## src/rtl/down_counter_timer_ctrl.sv

```systemverilog
// Sequencing controller for a mod-N down counter: load, start, pause, abort,
// one-shot or auto-reload operation, with a one-cycle expiry pulse.
module down_counter_timer_ctrl #(
    parameter  int MOD_VALUE = 32,
    localparam int W         = $clog2(MOD_VALUE)
) (
    input  logic         clk,
    input  logic         rst,
    // load_valid/load_ready: a reload value transfers on any rising edge
    // where both are high; load_ready depends only on state, never on load_valid.
    input  logic         load_valid,
    output logic         load_ready,
    input  logic [W-1:0] load_value,
    input  logic         start,
    input  logic         pause,
    input  logic         abort,
    input  logic         auto_reload,
    output logic [W-1:0] count,
    output logic         busy,
    output logic         expired,
    output logic [1:0]   state
);

    typedef enum logic [1:0] {
        S_IDLE   = 2'd0,
        S_RUN    = 2'd1,
        S_PAUSED = 2'd2,
        S_DONE   = 2'd3
    } state_e;

    localparam logic [W:0]   MOD_EXT = (W + 1)'(MOD_VALUE);
    localparam logic [W-1:0] MAX_CNT = W'(MOD_VALUE - 1);

    state_e       state_q, state_d;
    logic [W-1:0] count_q, count_d;
    logic [W-1:0] reload_q, reload_d;
    logic         expired_q, expired_d;

    logic         load_fire;
    logic [W-1:0] load_clamped;

    // Out-of-range values can only arrive when MOD_VALUE is not a power of two.
    assign load_clamped = ({1'b0, load_value} >= MOD_EXT) ? MAX_CNT : load_value;
    assign load_fire    = load_valid && load_ready;

    always_ff @(posedge clk) begin
        if (rst) begin
            state_q   <= S_IDLE;
            count_q   <= '0;
            reload_q  <= MAX_CNT;
            expired_q <= 1'b0;
        end else begin
            state_q   <= state_d;
            count_q   <= count_d;
            reload_q  <= reload_d;
            expired_q <= expired_d;
        end
    end

    always_comb begin
        state_d   = state_q;
        count_d   = count_q;
        reload_d  = load_fire ? load_clamped : reload_q;
        expired_d = 1'b0;
        unique case (state_q)
            S_IDLE, S_DONE: begin
                // A load accepted on the start edge wins over the stored value.
                if (start) begin
                    count_d = load_fire ? load_clamped : reload_q;
                    state_d = S_RUN;
                end
            end
            S_RUN: begin
                if (abort) begin
                    state_d = S_IDLE;
                    count_d = '0;
                end else if (pause) begin
                    state_d = S_PAUSED;
                end else if (count_q != '0) begin
                    count_d = count_q - W'(1);
                end else begin
                    expired_d = 1'b1;
                    if (auto_reload) begin
                        count_d = reload_q;
                    end else begin
                        state_d = S_DONE;
                    end
                end
            end
            S_PAUSED: begin
                // Resuming costs one edge with no decrement.
                if (abort) begin
                    state_d = S_IDLE;
                    count_d = '0;
                end else if (!pause) begin
                    state_d = S_RUN;
                end
            end
            default: state_d = S_IDLE;
        endcase
    end

    always_comb begin
        busy       = (state_q == S_RUN) || (state_q == S_PAUSED);
        load_ready = (state_q == S_IDLE) || (state_q == S_DONE);
    end

    assign count   = count_q;
    assign expired = expired_q;
    assign state   = state_q;

endmodule
```

## config.mk

```make
export PLATFORM = sky130hd
export DESIGN_NAME = down_counter_timer_ctrl
export DESIGN_NICKNAME = d
export VERILOG_FILES = /design/src/rtl/down_counter_timer_ctrl.sv
export SDC_FILE = /design/constraint.sdc
export NUM_CORES = 1
export LEC_CHECK = 0
export CAP_MARGIN = 10
export CORE_MARGIN = 1
export CORE_UTILIZATION = 34
export DETAILED_ROUTE_END_ITERATION = 16
export PLACE_DENSITY = 0.6
export SYNTH_ARGS = -nofsm -noshare
export SYNTH_HDL_FRONTEND = slang
export SYNTH_SLANG_ARGS = --single-unit
```

## constraint.sdc

```tcl
create_clock -name clk -period 3.65 [get_ports clk]
set_input_delay 0.73 -clock clk [delete_from_list [all_inputs] [get_ports clk]]
set_output_delay 0.73 -clock clk [all_outputs]
set_load 0.02 [all_outputs]
```

==> results of run 1 <==
## path summary, 6_finish.rpt
path	start	end	slack, ps	cells past startpoint
max	state[0]	busy	960	4
min	reload_q[2]	reload_q[2]	490	1
max reg2reg	state[0]	count[2]	1340	6
min reg2reg	reload_q[2]	reload_q[2]	490	1
## synthesized netlist by cell type, drive strengths merged, types with 3 or more instances
master and n:
a21oi 7, dfxtp 13, o211ai 3, buf 3, a311oi 5, a211o 5, nor2b 3, o21ai 3
mux2 5, ha 3, nand2 7, and3 5, inv 6
## power groups by stage
stage	Combinational [W]	Clock (W)	Sequential, W
after floorplan	0.000335	0	0.000275
after global placement	0.000508	0	0.000245
after detailed placement	0.000508	0	0.000247
after CTS	0.000511	0.0000953	0.000244
after global routing	0.000550	0.0000997	0.000251
final	0.000508	0.0000888	0.000243
## per-layer routing
layer / vias up / wire length (µm)
li1: 370 / -
met4: 0 / 14
met5: - / 0
met2: 15 / 814
met3: 2 / 69
met1: 330 / 890
## per-stage QoR
step / util / hold slack [ps] / total power (W) / instance area, µm² / setup WS [ps]
after floorplan: - / 448.8 / 0.0006104 / 810.8 / 1530
after global placement: 0.4527 / 465.4 / 0.0007531 / 1011 / 1173
after detailed placement: 0.4527 / 476.1 / 0.0007550 / 1011 / 1131
after CTS: 0.4650 / 498.5 / 0.0008507 / 1039 / 937.2
after global routing: 0.4650 / 525.9 / 0.0009014 / 1039 / 873.7
final: 0.4650 / 493.9 / 0.0008397 / 1039 / 963.7
## worst max-delay path, delay by kind of cell (launching register included)
kind / cells / cell delay [ps]
buffers and inverters: 3 / 850
adder cells (fa/ha/maj): 1 / 460
flip-flops: 1 / 360
## sequential cells by signal, summed over array words and instances (netlist names)
name,cells
reload_q,5
count,5
expired,1
state,2
## area by class of cell
type	instances	share of cell area
clock buffer	3	0.02169
timing repair buffer	21	0.2024
multi-input combinational	65	0.4651
inverter	6	0.02169
tap	28	0.03373
clock inverter	1	0.004819
sequential	13	0.2506
## cells by family after synthesis
family          share of synthesized area
buf+inv                           0.08332
flops                              0.3210
fa+ha+maj                         0.04630
simple gates                       0.1914
mux                               0.08179
compound gates                     0.2546
xor+xnor                          0.02161
==> results.toml, run 1 <==
[yosys]
syn_area_um2 = 810.8
synthDominantCellAreaShare = 0.3210
synth_area_leaders = "dfxtp_1, mux2_2, a211o_1, a311oi_1, ha_1"
ys_warn_count = 0
synth_top_cell_by_area = "dfxtp_1"
synth_cells = 89
synth_seq_area_share = 0.3210
ys_ff_latch = 13
synth_edf_count = 0
synth_nets = 104
yosysUniqueCellTypes = 32
synth_ff_type = "dfxtp_1"
syn_avg_cell_area_um2 = 9.110
synthArstFlopShare = 0

[setup_path]
cpMaxStageDelayCell = "clkdlybuf4s50_1"
cpPeakStageDelay_ps = 620
cpMostUsedCell = "inv_1"
worstPathArrival_ps = 1960
startpoint_type = "flop"
path_class = "flop to output pin"
crit_fanout = 14
crit_chain = "inv_1 > ha_1 > inv_1 > clkdlybuf4s50_1"
endpoint_kind = "output pin"
required_ps = 2920

[layout]
regArea_um2 = 260.3
layout_commonest_cell = "clkdlybuf4s50_1"
diodes = 0
nets = 125
final_cell_mix = "clkdlybuf4s50_1, dfxtp_1, nand2_1, a21oi_1, inv_1"
drive_gt1_frac = 0.1284
multi_input_area_um2 = 483.0
finalNonFillerCells = 137
area_delta_synth_final_pct = 28.09
fillerInstances = 227

[grt]
grt_pass1_wl_um = 2932
grt_pass1_vias = 670
grt_use_met1 = 0.1949
busiest_layer = "met2"
grt_max_degree = 15
antenna_found_initial = 0
grt.met2_usage = 0.2356
grt_usage = 0.1563
grt_use_met3 = 0.05357
grt-ovfl-total = 0

[detailed_routing]
detail_route.wl_per_cell_um = 13.06
final_antenna_net_count = 0
drt_pre_antenna_iters = 4
first_iter_violations = 12
drc = 0
wl_um = 1789
vias_per_cell = 5.234
num_vias = 717

[power_and_ir_drop]
intPower_w = 0.0004744
p_leak_nw = 0.4077
power.density_nw_per_um2 = 808.6
p_seq_frac = 0.290
peakVddDrop_uv = 369.6
sw_frac_of_total = 0.4350
switching_power_w = 0.0003653
clockPowerShare = 0.106
p_comb_frac = 0.605

[placed_design]
gp_congestion = 0.8655
hpwlAfterDp_um = 1390
dp_cells = 133
io_buffers = 21

[floorplan]
die_y_um = 50.83
die_area_um2 = 2584
io_pins = 22
die_width_um = 50.83
row_count = 17
core_area_um2 = 2233
initial_core_util = 0.3630

[outcome]
status = "complete, no violations"

[run]
maxCapViolCount = 0

[cts]
cts_buffers = 3
ctsResizeCount = 0
cts-hold-fix-buffers = 0
cts-htree-levels = 1
clk_pin_slew_worst_paths_ps = 80
cts_root_buffer = "clkbuf_4"
postCtsSetupRepairBufs = 0
cts_tree = "built"
cts_buffer_depth = 2
cts_sinks = 13
worst_skew_pair.late_latency_ps = 280

[min_path]
hp-class = "flop to flop"

[timing]
relSlewSlack = 0.5487
setup_violations = 0
skew_ps = 8.838
fin_crit_sh = 0.7360
post-route-min-period_ps = 2686
finalHoldViolations = 0
final_max_slew_viol_count = 0
final.setup.tns_ps = 0
tightest_slew_ps = 672.4
fmax_mhz = 372.3
rsz0062_at_grt = "false"
Power figures use the tool's default switching activity.
==> inputs of run 2 (changes only) <==
==> constraint.sdc (replaced) <==
create_clock -name clk -period 2.6 [get_ports clk]
set_input_delay 0.52 -clock clk [delete_from_list [all_inputs] [get_ports clk]]
set_output_delay 0.52 -clock clk [all_outputs]
set_load 0.02 [all_outputs]
==> run 2 against run 1 <==
Effect of this change: flip-flop and latch count is the same; worst setup slack lost 810 ps; routed wire length grew 4.3%; clock skew shrank 4.1 ps; first-iteration DRC count grew 17%; worst hold slack gained 8.0 ps; clock power grew 42%; sequential share of layout area shrank 0.33 points; count of clock-buffer cells in the layout grew 1; utilization grew 0.62 points; critical endpoint unchanged; global-route usage shrank 0.39 points.
==> results.toml, run 2 (synthesis results as in run 1) <==
[outcome]
status = "complete, no violations"

[floorplan]
die_y_um = 50.83
die_area_um2 = 2584
die_width_um = 50.83
row_count = 17
core_area_um2 = 2233
initial_core_util = 0.3630
io_pins = 22

[detailed_routing]
first_iter_violations = 14
drt_pre_antenna_iters = 4
vias_per_cell = 5.424
num_vias = 754
detail_route.wl_per_cell_um = 13.42
final_antenna_net_count = 0
wl_um = 1866
drc = 0

[cts]
cts_sinks = 13
ctsResizeCount = 0
cts-hold-fix-buffers = 0
clk_pin_slew_worst_paths_ps = 80
cts_buffers = 3
cts-htree-levels = 1
cts_buffer_depth = 2
postCtsSetupRepairBufs = 0
cts_tree = "built"
worst_skew_pair.late_latency_ps = 270
cts_root_buffer = "clkbuf_4"

[layout]
diodes = 0
nets = 127
final_cell_mix = "clkdlybuf4s50_1, dfxtp_1, nand2_1, a21oi_1, inv_1"
layout_commonest_cell = "clkdlybuf4s50_1"
area_delta_synth_final_pct = 29.78
finalNonFillerCells = 139
drive_gt1_frac = 0.1351

[timing]
post-route-min-period_ps = 2443
fin_crit_sh = 0.9395
fmax_mhz = 409.4
final.setup.tns_ps = 0
rsz0062_at_grt = "false"
whs_ps = 502.0
setup_slack_ps = 157.3
setup_violations = 0
tightest_slew_ps = 506.9
final_max_slew_viol_count = 0
skew_ps = 4.764
finalHoldViolations = 0
relSlewSlack = 0.6610

[power_and_ir_drop]
power.density_nw_per_um2 = 1133
p_leak_nw = 0.4151
peakVddDrop_uv = 610.7

[grt]
grt_pass1_wl_um = 2980
grt_max_degree = 15
grt.met2_usage = 0.2378
antenna_found_initial = 0
busiest_layer = "met2"
grt_use_met3 = 0.01786
grt_pass1_vias = 649
grt_usage = 0.1524
grt-ovfl-total = 0
grt_use_met1 = 0.2145

[setup_path]
r2r_cells = 6
endpoint_kind = "output pin"
path_class = "flop to output pin"
r2r-start = "count[0]"
crit_fanout = 14
startpoint_type = "flop"
worstPathArrival_ps = 1920
crit-reg2reg-capture = "count[3]"
reg2reg_slack_ps = 480
required_ps = 2080

[min_path]
holdPathStages = 1
hold_start = "reload_q[2]"
hp-class = "flop to flop"
min_delay_worst_endpoint = "reload_q[2]"

[placed_design]
gp_congestion = 0.8666
place_ws_ps = 401.8
hpwlAfterDp_um = 1453
dp_cells = 135
io_buffers = 21

[run]
maxCapViolCount = 0
run 2: cell types whose count changed in the layout (fill, tap and decap cells not counted), sizes merged:
cell | before | now
buf | 0 | 2
clkinv | 1 | 0
clkbuf | 3 | 4
run 2: stage by stage:
step | area, µm² | utilization | power, W
5_1_grt | 1052 | 0.4711 | 0.001287
3_5_place_dp | 1026 | 0.4594 | 0.001070
6_report | 1052 | 0.4711 | 0.001192
3_3_place_gp | 1026 | 0.4594 | 0.001069
2_1_floorplan | 810.8 | - | 0.0008569
4_1_cts | 1052 | 0.4711 | 0.001198
run 2: layer usage:
layer  vias up  share of wire  wire, µm
li1        375              -         -
met5         -              0         0
met2        13           0.47       871
met3         2          0.024        45
met1       364           0.50       936
met4         0         0.0064        12
run 2: cell type report:
| type | instances | area [µm²] |
|---|---|---|
| clock buffers | 4 | 26.28 |
| fillers | 233 | 1181 |
| inverters | 6 | 22.52 |
| multi-input cells | 65 | 483.0 |
| flip-flops and latches | 13 | 260.3 |
| well taps | 28 | 35.03 |
| repair buffers | 23 | 225.2 |
run 2: worst max-delay path by stage:
stage	from	endpoint	slack, ps	depth (start not counted)
4_1_cts	state[0]	busy	150	4
3_3_place_gp	abort	count[1]	440	5
2_1_floorplan	count[0]	count[2]	480	8
6_report	state[0]	busy	160	4
3_5_place_dp	abort	count[3]	400	5
5_1_grt	state[0]	busy	70	4
run 2: where the power goes:
| group | internal [W] | switching [W] |
|---|---|---|
| Combinational | 0.000353 | 0.000375 |
| Sequential | 0.000268 | 0.0000709 |
| Clock | 0.0000594 | 0.0000664 |
| Total | 0.000680 | 0.000512 |
run 2: critical path, stage by stage, from the launching register on:
cell,delay [ps]
dfxtp_1,360
inv_1,60
ha_1,450
inv_1,160
clkdlybuf4s50_1,620
==> inputs of run 3 (changes only) <==
--- a/config.mk
+++ b/config.mk
@@ -9,6 +9,7 @@
 export CORE_MARGIN = 1
 export CORE_UTILIZATION = 34
 export DETAILED_ROUTE_END_ITERATION = 16
+export GPL_ROUTABILITY_DRIVEN = 0
 export PLACE_DENSITY = 0.6
 export SYNTH_ARGS = -nofsm -noshare
 export SYNTH_HDL_FRONTEND = slang
==> results of run 3 <==
Final layout, timing and power as in run 2 (identical DEF).
